[config.mk]
export PLATFORM = sky130hd
export DESIGN_NAME = tx_cic_interp_x3
export DESIGN_NICKNAME = d
export VERILOG_FILES = /design/src/rtl/tx_cic_interp_x3.sv
export SDC_FILE = /design/constraint.sdc
export NUM_CORES = 1
export LEC_CHECK = 0
export BUFFER_PORTS_ARGS = -buffer_cell sky130_fd_sc_hd__buf_4
export CORE_ASPECT_RATIO = 0.8
export CORE_UTILIZATION = 47
export CTS_BUF_LIST = sky130_fd_sc_hd__clkbuf_2 sky130_fd_sc_hd__clkbuf_4 sky130_fd_sc_hd__clkbuf_8
export DETAILED_ROUTE_END_ITERATION = 8
export PLACE_DENSITY = 0.62
export SYNTH_ARGS = -nofsm -noshare
export SYNTH_HDL_FRONTEND = slang
export SYNTH_SLANG_ARGS = --single-unit
export TNS_END_PERCENT = 5
[constraint.sdc]
create_clock -name clk -period 8.47 [get_ports clk]
set_input_delay 0 -clock clk [delete_from_list [all_inputs] [get_ports clk]]
set_output_delay 0 -clock clk [all_outputs]
set_load 0.005 [all_outputs]
[src/rtl/tx_cic_interp_x3.sv]
// Third-order CIC interpolator (x R): comb stages at input rate, zero-stuff, integrators at clk rate.
// Optional macro CIC_GAIN_COMP_EN rounds out the R^2 DC gain (arithmetic shift, round-half-up).
module tx_cic_interp_x3 #(
   parameter int IN_W   = 8,
   parameter int R      = 8,
   parameter int R_LOG2 = 3,
   parameter int OUT_W  = 17
) (
   input  logic             clk,
   input  logic             rst_n,
   input  logic [IN_W-1:0]  in_data,
   input  logic             in_valid,
   output logic             in_ready,
   output logic [OUT_W-1:0] out_data,
   output logic             out_valid,
   input  logic             out_ready
);

   typedef enum logic {IDLE = 1'b0, RUN = 1'b1} state_e;

   localparam logic [R_LOG2-1:0] PH_LAST = R_LOG2'(R - 1);

   state_e                   state_q, state_d;
   logic [R_LOG2-1:0]        phase_q, phase_d;
   logic signed [OUT_W-1:0]  x_d_q, c1_d_q, c2_d_q, u_hold_q;
   logic signed [OUT_W-1:0]  i1_q, i2_q, i3_q;
   logic [OUT_W-1:0]         out_data_q, out_data_d;
   logic                     out_valid_q, out_valid_d;

   logic                     beat, last, accept;
   logic signed [OUT_W-1:0]  x_ext, c1, c2, c3, u, i1_n, i2_n, i3_n, out_n;

   assign x_ext = {{(OUT_W-IN_W){in_data[IN_W-1]}}, in_data};
   assign c1    = x_ext - x_d_q;
   assign c2    = c1 - c1_d_q;
   assign c3    = c2 - c2_d_q;

   // Zero-stuffing: only phase 0 of each burst carries the comb output.
   assign u    = (phase_q == '0) ? u_hold_q : '0;
   assign i1_n = i1_q + u;
   assign i2_n = i2_q + i1_n;
   assign i3_n = i3_q + i2_n;

`ifdef CIC_GAIN_COMP_EN
   localparam int SH = 2 * R_LOG2;
   logic signed [OUT_W-1:0] rnd;
   assign rnd   = i3_n + $signed(OUT_W'(1) << (SH - 1));
   assign out_n = rnd >>> SH;
`else
   assign out_n = i3_n;
`endif

   assign beat     = (state_q == RUN) && (!out_valid_q || out_ready);
   assign last     = (phase_q == PH_LAST);
   assign in_ready = (state_q == IDLE) || (last && beat);
   assign accept   = in_valid && in_ready;

   always_comb begin
      state_d     = state_q;
      phase_d     = phase_q;
      out_valid_d = out_valid_q;
      out_data_d  = out_data_q;
      if (beat) begin
         phase_d     = phase_q + 1'b1;   // R is a power of two: wraps at R-1
         out_valid_d = 1'b1;
         out_data_d  = out_n;
         if (last && !accept) state_d = IDLE;
      end else if (out_ready) begin
         out_valid_d = 1'b0;
      end
      if (accept) begin
         state_d = RUN;
         if (state_q == IDLE) phase_d = '0;
      end
   end

   always_ff @(posedge clk or negedge rst_n) begin
      if (!rst_n) begin
         state_q     <= IDLE;
         phase_q     <= '0;
         out_valid_q <= 1'b0;
         out_data_q  <= '0;
      end else begin
         state_q     <= state_d;
         phase_q     <= phase_d;
         out_valid_q <= out_valid_d;
         out_data_q  <= out_data_d;
      end
   end

   always_ff @(posedge clk or negedge rst_n) begin
      if (!rst_n) begin
         x_d_q    <= '0;
         c1_d_q   <= '0;
         c2_d_q   <= '0;
         u_hold_q <= '0;
         i1_q     <= '0;
         i2_q     <= '0;
         i3_q     <= '0;
      end else begin
         if (accept) begin
            x_d_q    <= x_ext;
            c1_d_q   <= c1;
            c2_d_q   <= c2;
            u_hold_q <= c3;
         end
         if (beat) begin
            i1_q <= i1_n;
            i2_q <= i2_n;
            i3_q <= i3_n;
         end
      end
   end

   assign out_data  = out_data_q;
   assign out_valid = out_valid_q;

endmodule

==> results of run 1 <==
==> synthesized netlist by cell type, drive strengths merged (5+ instances only) <==
| master | count |
|---|---|
| nor2b | 11 |
| nor3 | 5 |
| a211oi | 5 |
| and3 | 5 |
| and2 | 19 |
| o21bai | 9 |
| nand2 | 76 |
| mux2 | 37 |
| xnor2 | 33 |
| xor2 | 22 |
| a21boi | 7 |
| nand2b | 8 |
| o31ai | 8 |
| inv | 61 |
| fa | 6 |
| nand3 | 10 |
| o21ai | 76 |
| ha | 80 |
| a21o | 24 |
| a21oi | 49 |
| clkbuf | 16 |
| nor2 | 30 |
| dfrtp | 100 |
| o21a | 14 |
==> path summary, 6_finish.rpt <==
kind | cells after the start | slack, ns | from | endpoint
worst max-delay path | 26 | 1.75 | phase_q[0]$_DFF_PN0_ | i3_q[15]$_DFFE_PN0P_
worst min-delay path | 2 | 0.18 | rst_n | i3_q[16]$_DFFE_PN0P_
worst max register to register | 26 | 1.75 | phase_q[0]$_DFF_PN0_ | i3_q[15]$_DFFE_PN0P_
worst min register to register | 1 | 0.47 | i3_q[16]$_DFFE_PN0P_ | i3_q[16]$_DFFE_PN0P_
max in group asynchronous | 3 | 7.14 | rst_n | c1_d_q[0]$_DFFE_PN0P_
min in group clk | 3 | 0.36 | in_valid | phase_q[0]$_DFF_PN0_
==> logic make-up (layout without fill, tap and decap cells) <==
group	after synthesis	in the layout	share of synthesized area [%]
multiplexers	38	38	6.09
adder cells (fa/ha/maj)	86	86	16.0
AND/OR/NAND/NOR	184	184	12.8
XOR/XNOR	55	55	6.88
buffers and inverters	78	121	4.18
flip-flops	100	100	35.7
AO/OA/AOI/OAI	209	209	18.3
==> state kept, by name, indices dropped and copies added (netlist names) <==
signal and flops:
i1_q 17, i2_q 17, i3_q 17, u_hold_q 17
c2_d_q 10, c1_d_q 9, x_d_q 8, phase_q 3
out_valid 1, state_q 1
==> layout by cell type (no fill, tap or decap), types with 5 or more instances in the layout <==
cell type / count
dfrtp_1: 100
ha_1: 80
nand2_1: 75
o21ai_0: 63
inv_1: 61
a21oi_1: 48
mux2_2: 36
buf_4: 34
xnor2_1: 33
nor2_1: 30
a21o_1: 24
xor2_1: 22
and2_1: 19
o21a_1: 14
o21ai_1: 13
nor2b_1: 11
clkbuf_8: 11
dlygate4sd3_1: 11
nand3_1: 10
o21bai_1: 9
nand2b_1: 8
o31ai_1: 8
fa_1: 6
a211oi_1: 5
and3_1: 5
nor3_1: 5
a21boi_1: 5
==> routing by layer <==
| metal | wire length [um] | part of all wire [%] | vias to the layer above |
|---|---|---|---|
| met5 | 0 | 0 | - |
| met1 | 6900 | 52 | 2466 |
| met4 | 112 | 0.84 | 0 |
| met2 | 5860 | 44 | 71 |
| met3 | 518 | 3.9 | 9 |
| li1 | - | - | 2689 |
==> layout make-up <==
class	count	share of cell area (%)
Sequential cell	100	32.4
Clock inverter	2	0.130
Inverter	61	2.97
Tap cell	184	2.99
Clock buffer	13	2.16
Multi-Input combinational cell	572	54.6
Timing Repair Buffer	45	4.74
==> critical path: cells and delay by family (launching register included) <==
kind / cells / cell delay, ns
simple gates: 8 / 2.61
compound gates: 12 / 2.30
fa+ha+maj: 4 / 1.07
flops: 1 / 0.39
xor+xnor: 1 / 0.17
buf+inv: 1 / 0.08
==> metrics by stage <==
step	instances	area [um2]	hold slack (ns)	util [%]	setup slack, ns
after detailed placement	951	7430	0.0820	51.6	1.79
after floorplan	750	7000	-0.296	-	2.54
after global routing	977	7710	0.230	53.6	1.20
final	977	7710	0.175	53.6	1.75
after CTS	977	7710	0.191	53.6	1.75
after global placement	951	7430	0.0782	51.6	2.04
==> timing repair <==
item,CTS,global route
hold buffers,11,0
endpoints found under the hold margin,62,0
gates resized for setup,0,0
==> reports/results.tsv, run 1 <==
stage	metric	value	unit
timing	setup violators final	0	
global_route	met1 usage	26.4	%
drt	drt via density	5.36	
timing	final hold vios	0	
floorplanning	initial core utilization	48.6	%
final_layout	fraction of layout cells with a size suffix above 1	11.7	%
clock_tree	largest buffer count on any clock path	2	
synthesis	syn_nets	848	
clock_tree	total CTS buffers	9	
global_route	GR Layer Usage met2	28.9	%
global_route	first-pass GRT wire length	23.4	mm
worst_setup_path	CP max-delay cell	nor2b_1	
timing	min cycle time layout	6.72	ns
synthesis	Ys Warns	0	
floorplanning	Die W	138	um
synthesis	sequential-to-total area share from yosys stat	35.7	%
global_route	GR peak layer	met2	
synthesis	asr flop ratio synth	100	%
final_layout	Fillers	1301	
synthesis	Syn Inst Count	750	
global_route	largest net degree at the start of global routing	74	
final_layout	multi-input logic area	4210	um2
placed_design	routability cong.	0.926	
global_route	grt ovf	0	
clock_tree	H-Tree Depth	3	
global_route	number of global-route vias before repair	5022	
worst_setup_path	crit start category	flop	
timing	TNS Setup	0	ns
synthesis	Post-synth EDFFs	0	
drt	DRT Pass-1 Iters	7	
worst_setup_path	worst stage delay on the critical path	0.68	ns
final_layout	sequential cell area	2500	um2
clock_tree	clock slew at reported path FFs	0.09	ns
timing	RSZ-0062 raised after global routing	no	
timing	Setup Skew	0.00646	ns
timing	worst-margin pin slew	0.861	ns
clock_tree	postcts setup bufs	0	
global_route	initial antenna violation count	0	
global_route	All-Layer GR Usage	18.7	%
synthesis	Seq cells post-synth	100	
clock_tree	CTS tree	yes	
floorplanning	Rows	39	
synthesis	Cell Area, Synth	7000	um2
synthesis	Post-synth top flop	dfrtp_1	
synthesis	Synth top area share	35.7	%
drt	Vias	5235	
floorplanning	I/O Pins	31	
placed_design	detailed-placement wirelength estimate	9.81	mm
flow_run	MaxCap Viol Count	0	
drt	DR WL/cell	13.7	um
worst_setup_path	CP most frequent cell	ha_1	
placed_design	IO Port Bufs	30	
drt	post-route ant nets	0	
timing	final worst path period share	79.3	%
synthesis	area leader, netlist	dfrtp_1	
worst_setup_path	crit path capture type	flop	
timing	Slew Viols, Final	0	
floorplanning	die area	15400	um2
synthesis	syn avg cell area	9.34	um2
outcome	failing checks	DRC	
floorplanning	Core Region	14400	um2
worst_setup_path	CP arrival	6.98	ns
synthesis	Synth area leaders	dfrtp_1 (36%), ha_1 (14%), mux2_2 (5.8%), o21ai_0 (4.5%), xnor2_1 (4.1%)	
global_route	met3 GRT Util	4.67	%
clock_tree	Worst-Skew Late Latency	0.38	ns
worst_hold_path	Worst Hold Class	in -> async	
worst_setup_path	worst-path maximum fanout	17	
timing	highest clock rate	149	MHz
timing	Slew headroom	42.5	%
clock_tree	clock sinks	100	
final_layout	area delta synth->final	10.2	%
drt	detailed router's first-iteration violation count	190	
floorplanning	Die H	111	um
final_layout	ANT cells	0	
drt	WL final	13.4	mm
worst_setup_path	Worst Path Required	8.73	ns
worst_setup_path	Crit Path Class	reg -> reg	
drt	residual DRC count	2	
synthesis	synth unique cells	54	
outcome	status	finished, violations left	
final_layout	final net count	887	
clock_tree	root buffer cell	clkbuf_8	
Power of run 1 is left out: the tool's default activity adds up to more than one toggle a clock period on the data nets, which glitch-free logic cannot reach.
==> inputs of run 2 (changes only) <==
- ABC_AREA: unset -> 1
- clock period: 8.47 -> 6.5 ns (I/O delays scaled with it)
==> run 2 against run 1 <==
The flow now finishes without violations. Via count increased by 10%. Flip-flop and latch count unchanged. Worst setup slack got worse by 0.46 ns. Non-clock buffer count unchanged. Clock skew increased by 0.0063 ns. Die area increased by 3.2%. Highest routed layer unchanged.
==> reports/results.tsv, run 2 <==
stage	metric	value	unit	change
final_layout	commonest non-fill, non-tap cell in the layout	nand2_1		
timing	RSZ-0062 raised after global routing	no		
worst_setup_path	worst-path maximum fanout	16		-1
worst_setup_path	Worst Path Required	6.78	ns	-1.95 ns
synthesis	area leader, netlist	dfrtp_1		
floorplanning	I/O Pins	31		unchanged
global_route	first-pass GRT wire length	25.8	mm	+10%
clock_tree	cts hold-fix bufs	11		unchanged
global_route	initial antenna violation count	0		unchanged
worst_setup_path	R2R setup slack	1.29	ns	-0.46 ns
outcome	status	finished, final reports clean		
synthesis	Syn Inst Count	945		+26%
global_route	All-Layer GR Usage	20.2	%	+1.6 points
drt	drt via density	4.90		-8.5%
global_route	number of global-route vias before repair	5337		+6.3%
synthesis	synth unique cells	41		-24%
final_layout	area delta synth->final	10.4	%	
synthesis	most frequent cell after synthesis	nand2_1		
timing	highest clock rate	192	MHz	+29%
clock_tree	largest buffer count on any clock path	2		unchanged
synthesis	Post-synth EDFFs	0		unchanged
worst_hold_path	Worst Hold Class	in -> async		
synthesis	Synth area leaders	dfrtp_1 (35%), ha_1 (14%), nand2_1 (13%), inv_1 (6.8%), o21ai_0 (4.6%)		
placed_design	detailed-placement wirelength estimate	10.7	mm	+9.1%
final_layout	post-layout util	53.2	%	-0.43 points
timing	TNS Setup	0	ns	unchanged
drt	detailed router's first-iteration violation count	286		+51%
drt	residual DRC count	0		-2
timing	final hold vios	0		unchanged
synthesis	Ys Warns	0		unchanged
floorplanning	initial core utilization	48.2	%	-0.49 points
timing	Setup Skew	0.0128	ns	+0.00630 ns
final_layout	fraction of layout cells with a size suffix above 1	8.01	%	-3.7 points
final_layout	multi-input logic area	4160	um2	-1.1%
clock_tree	H-Tree Depth	3		unchanged
synthesis	asr flop ratio synth	100	%	unchanged
floorplanning	Rows	40		+2.6%
worst_setup_path	worst stage delay on the critical path	0.40	ns	-0.28 ns
placed_design	worst slack, placed	1.35	ns	-0.438 ns
synthesis	synth cell count leaders	nand2_1 (260), inv_1 (131), dfrtp_1 (100)		
timing	worst setup margin	1.29	ns	-0.458 ns
worst_setup_path	R2R Path Start	phase_q[0]$_DFF_PN0_		
timing	Slew headroom	46.9	%	+4.4 points
timing	final worst path period share	80.1	%	+0.79 points
final_layout	ANT cells	0		unchanged
worst_setup_path	crit start category	flop		
floorplanning	Core Region	15000	um2	+4.3%
flow_run	MaxCap Viol Count	0		unchanged
drt	Vias	5758		+10%
floorplanning	die area	15900	um2	+3.2%
final_layout	most frequent cells in the layout	nand2_1 (259), inv_1 (131), dfrtp_1 (100), ha_1 (80), o21ai_0 (66)		
final_layout	Fillers	1491		+15%
clock_tree	postcts setup bufs	0		unchanged
global_route	grt ovf	0		unchanged
synthesis	syn_nets	1043		+23%
worst_setup_path	worst r2r path cells	30		+15%
worst_setup_path	CP arrival	5.49	ns	-1.49 ns
global_route	largest net degree at the start of global routing	62		-16%
timing	worst-margin pin slew	0.797	ns	-0.0645 ns
floorplanning	Die W	141	um	+1.6%
placed_design	IO Port Bufs	30		unchanged
final_layout	final net count	1079		+22%
drt	WL final	14.7	mm	+9.9%
timing	setup violators final	0		unchanged
placed_design	routability cong.	0.849		-8.3%
synthesis	Post-synth top flop	dfrtp_1		
synthesis	Seq cells post-synth	100		unchanged
synthesis	Synth top area share	34.6	%	-1.1 points
drt	DRT Pass-1 Iters	4		-3
clock_tree	clock sinks	100		unchanged
timing	Slew Viols, Final	0		unchanged
floorplanning	Die H	113	um	+1.6%
clock_tree	# resized after CTS	0		unchanged
clock_tree	CTS tree	yes		
timing	min cycle time layout	5.21	ns	-1.51 ns
clock_tree	root buffer cell	clkbuf_8		
final_layout	sequential cell area	2500	um2	unchanged
clock_tree	Worst-Skew Late Latency	0.39	ns	about the same
worst_setup_path	Critical Path Start	phase_q[0]$_DFF_PN0_		
synthesis	syn avg cell area	7.65	um2	-18%
drt	DR WL/cell	12.5	um	-8.6%
synthesis	sequential-to-total area share from yosys stat	34.6	%	-1.1 points
clock_tree	clock slew at reported path FFs	0.10	ns	about the same
synthesis	Cell Area, Synth	7230	um2	+3.3%
worst_setup_path	CP max-delay cell	fa_1		
drt	post-route ant nets	0		unchanged
clock_tree	total CTS buffers	9		unchanged
worst_setup_path	crit path capture type	flop		
timing	Hold WS	0.232	ns	+0.0568 ns
worst_setup_path	Crit Path Class	reg -> reg		
-- run 2: changes by cell type in the layout (fill, tap and decap cells not counted), moves of 11 or more --
cell	change
nand2_1	+184
inv_1	+70
mux2_2	-36
nor2_1	+24
nand3_1	+22
a21o_1	-18
and2_1	-18
xnor2_1	-17
o21a_1	-14
xor2_1	+12
nor2b_1	-11
-- run 2: per-stage QoR --
stage,instances,area [um2]
2_1_floorplan,945,7230
3_3_place_gp,1148,7650
3_5_place_dp,1148,7650
4_1_cts,1175,7980
5_1_grt,1175,7980
6_report,1175,7980
-- run 2: cell type report --
class	instances	share of cell area, %
multi-input combinational	693	52.1
sequential	100	31.4
inverter	132	6.21
timing repair buffer	45	4.58
tap	189	2.96
clock buffer	10	1.65
clock inverter	6	1.10
-- run 2: worst paths after layout --
| path | end |
|---|---|
| max | i3_q[16]$_DFFE_PN0P_ |
| min | i3_q[14]$_DFFE_PN0P_ |
| max reg2reg | i3_q[16]$_DFFE_PN0P_ |
| min reg2reg | i2_q[4]$_DFFE_PN0P_ |
| max in group asynchronous | phase_q[0]$_DFF_PN0_ |
| min in group clk | state_q$_DFFE_PN0P_ |
-- run 2: cells by family (layout without fill, tap and decap cells) --
| family | count (synthesis) | after routing | share of synthesized area (%) |
|---|---|---|---|
| buf+inv | 152 | 193 | 7.96 |
| flops | 100 | 100 | 34.6 |
| compound gates | 172 | 172 | 13.6 |
| fa+ha+maj | 86 | 86 | 15.5 |
| xor+xnor | 51 | 51 | 6.28 |
| simple gates | 384 | 384 | 22.0 |
-- run 2: layer usage --
layer  share of wire, %  vias up  routed length [um]  track usage (%)
met1                 58     2542                8540             32.2
met2                 37       68                5500             26.8
met3                3.6       15                 525             5.46
li1                   -     3133                   -                -
met4                1.0        0                 154             3.91
met5                  0        -                   0                0
-- run 2: critical path: cells and delay by family (launching register included) --
kind	cells	cell delay [ns]
flops	1	0.38
xor+xnor	1	0.22
simple gates	14	1.37
fa+ha+maj	5	1.45
buf+inv	3	0.46
compound gates	7	1.20
Power of run 2 is left out for the same reason.
==> inputs of run 3 (changes only) <==
- clock period: 6.5 -> 5.21 ns (I/O delays scaled with it)
==> run 3 against run 2 <==
Hold slack lost 0.046 ns. Critical path depth grew 1. Via count grew 2.6%. Routed wire length grew 1.1%. Die area is the same. First-iteration DRC count grew 12%.
==> reports/results.tsv, run 3 (synthesized netlist as in run 2, its figures left out) <==
stage	metric	value	unit	change
worst_hold_path	Worst Hold Class	in -> async		
final_layout	post-layout util	54.0	%	+0.86 points
clock_tree	root buffer cell	clkbuf_8		
timing	Slew headroom	32.7	%	-14 points
floorplanning	die area	15900	um2	unchanged
flow_run	MaxCap Viol Count	0		unchanged
worst_setup_path	worst-path maximum fanout	6		-10
global_route	largest net degree at the start of global routing	62		unchanged
worst_setup_path	CP most frequent cell	inv_1		
worst_setup_path	crit start category	flop		
worst_setup_path	Crit Path Class	reg -> reg		
drt	drt via density	4.99		+1.8%
clock_tree	largest buffer count on any clock path	2		unchanged
worst_setup_path	Worst Path Required	5.50	ns	-1.28 ns
placed_design	IO Port Bufs	30		unchanged
final_layout	cell area after layout	8110	um2	+1.6%
floorplanning	I/O Pins	31		unchanged
clock_tree	CTS tree	yes		
global_route	number of global-route vias before repair	5295		-0.79%
global_route	All-Layer GR Usage	19.8	%	-0.45 points
final_layout	commonest non-fill, non-tap cell in the layout	nand2_1		
worst_setup_path	CP max-delay cell	fa_1		
final_layout	Fillers	1475		-1.1%
placed_design	placed cell area	7650	um2	unchanged
worst_setup_path	crit path capture type	flop		
drt	DR WL/cell	12.6	um	+0.36%
final_layout	multi-input logic area	4220	um2	+1.3%
clock_tree	total CTS buffers	9		unchanged
worst_setup_path	worst stage delay on the critical path	0.41	ns	about the same
worst_setup_path	CP arrival	5.09	ns	-0.40 ns
clock_tree	clock slew at reported path FFs	0.09	ns	about the same
drt	post-route ant nets	0		unchanged
floorplanning	Die H	113	um	unchanged
final_layout	sequential cell area	2500	um2	unchanged
timing	Setup Skew	0.0117	ns	-0.00104 ns
drt	residual DRC count	0		unchanged
floorplanning	Rows	40		unchanged
worst_setup_path	worst r2r path cells	31		+3.3%
timing	final worst path period share	92.0	%	+12 points
floorplanning	Core Region	15000	um2	unchanged
clock_tree	clock sinks	100		unchanged
drt	DRT Pass-1 Iters	5		+1
outcome	status	finished, final reports clean		
floorplanning	Die W	141	um	unchanged
global_route	grt ovf	0		unchanged
timing	Slew Viols, Final	0		unchanged
placed_design	routability cong.	0.910		+7.2%
final_layout	final net count	1089		+0.93%
final_layout	fraction of layout cells with a size suffix above 1	10.3	%	+2.2 points
final_layout	area delta synth->final	12.2	%	
placed_design	detailed-placement wirelength estimate	10.8	mm	+0.62%
drt	WL final	14.9	mm	+1.1%
timing	min cycle time layout	4.79	ns	-0.414 ns
clock_tree	H-Tree Depth	3		unchanged
timing	highest clock rate	209	MHz	+8.6%
floorplanning	initial core utilization	48.2	%	unchanged
global_route	first-pass GRT wire length	25.1	mm	-2.7%
clock_tree	Worst-Skew Late Latency	0.39	ns	about the same
global_route	initial antenna violation count	0		unchanged
final_layout	ANT cells	0		unchanged
timing	final hold vios	0		unchanged
final_layout	most frequent cells in the layout	nand2_1 (258), inv_1 (130), dfrtp_1 (100), ha_1 (78), o21ai_0 (64)		
drt	detailed router's first-iteration violation count	321		+12%
timing	Hold WS	0.186	ns	-0.0459 ns
timing	worst-margin pin slew	1.01	ns	+0.211 ns
timing	setup violators final	0		unchanged
drt	Vias	5908		+2.6%
run 3: final timing paths:
| path | from | end | slack [ns] |
|---|---|---|---|
| min reg2reg | i2_q[3]$_DFFE_PN0P_ | i2_q[3]$_DFFE_PN0P_ | 0.50 |
| max in group asynchronous | rst_n | c1_d_q[0]$_DFFE_PN0P_ | 3.91 |
| max reg2reg | phase_q[0]$_DFF_PN0_ | i3_q[16]$_DFFE_PN0P_ | 0.42 |
| min | rst_n | i3_q[12]$_DFFE_PN0P_ | 0.19 |
| max | phase_q[0]$_DFF_PN0_ | i3_q[16]$_DFFE_PN0P_ | 0.42 |
| min in group clk | in_data[2] | x_d_q[2]$_DFFE_PN0P_ | 0.36 |
run 3: routing by layer:
| metal | part of all wire, % | wire length [um] | vias up | global-route usage, % |
|---|---|---|---|---|
| met5 | 0 | 0 | - | 0 |
| met4 | 0.83 | 123 | 0 | 3.91 |
| met1 | 56 | 8270 | 2663 | 31.2 |
| met2 | 39 | 5790 | 89 | 26.7 |
| met3 | 4.6 | 691 | 7 | 4.99 |
| li1 | - | - | 3149 | - |
run 3: critical path: cells and delay by family (launching register included):
kind | cells | cell delay (ns)
AO/OA/AOI/OAI | 4 | 0.45
XOR/XNOR | 2 | 0.37
adder cells (fa/ha/maj) | 5 | 1.50
buffers and inverters | 6 | 0.43
flip-flops | 1 | 0.39
AND/OR/NAND/NOR | 14 | 1.54
run 3: metrics by stage:
step / setup WS (ns) / cells / setup TNS (ns)
floorplan: 0.587 / 945 / 0
global placement: 0.295 / 1148 / 0
detailed placement: 0.290 / 1148 / 0
CTS: 0.253 / 1174 / 0
global route: -0.0121 / 1184 / -0.0121
finish: 0.415 / 1184 / 0
run 3: area by class of cell:
class / count / share of cell area [%]
Clock inverter: 4 / 0.926
Timing Repair Buffer: 55 / 5.48
Clock buffer: 11 / 1.71
Sequential cell: 100 / 30.9
Tap cell: 189 / 2.92
Inverter: 132 / 6.11
Multi-Input combinational cell: 693 / 52.0
run 3: timing repair:
item | 4_1_cts | 5_1_grt
hold endpoints to repair | 62 | 0
setup buffers | 0 | 10
resized for setup | 0 | 18
endpoints found under the setup margin | 0 | 2
hold buffers | 11 | 0
Power of run 3 is left out for the same reason.
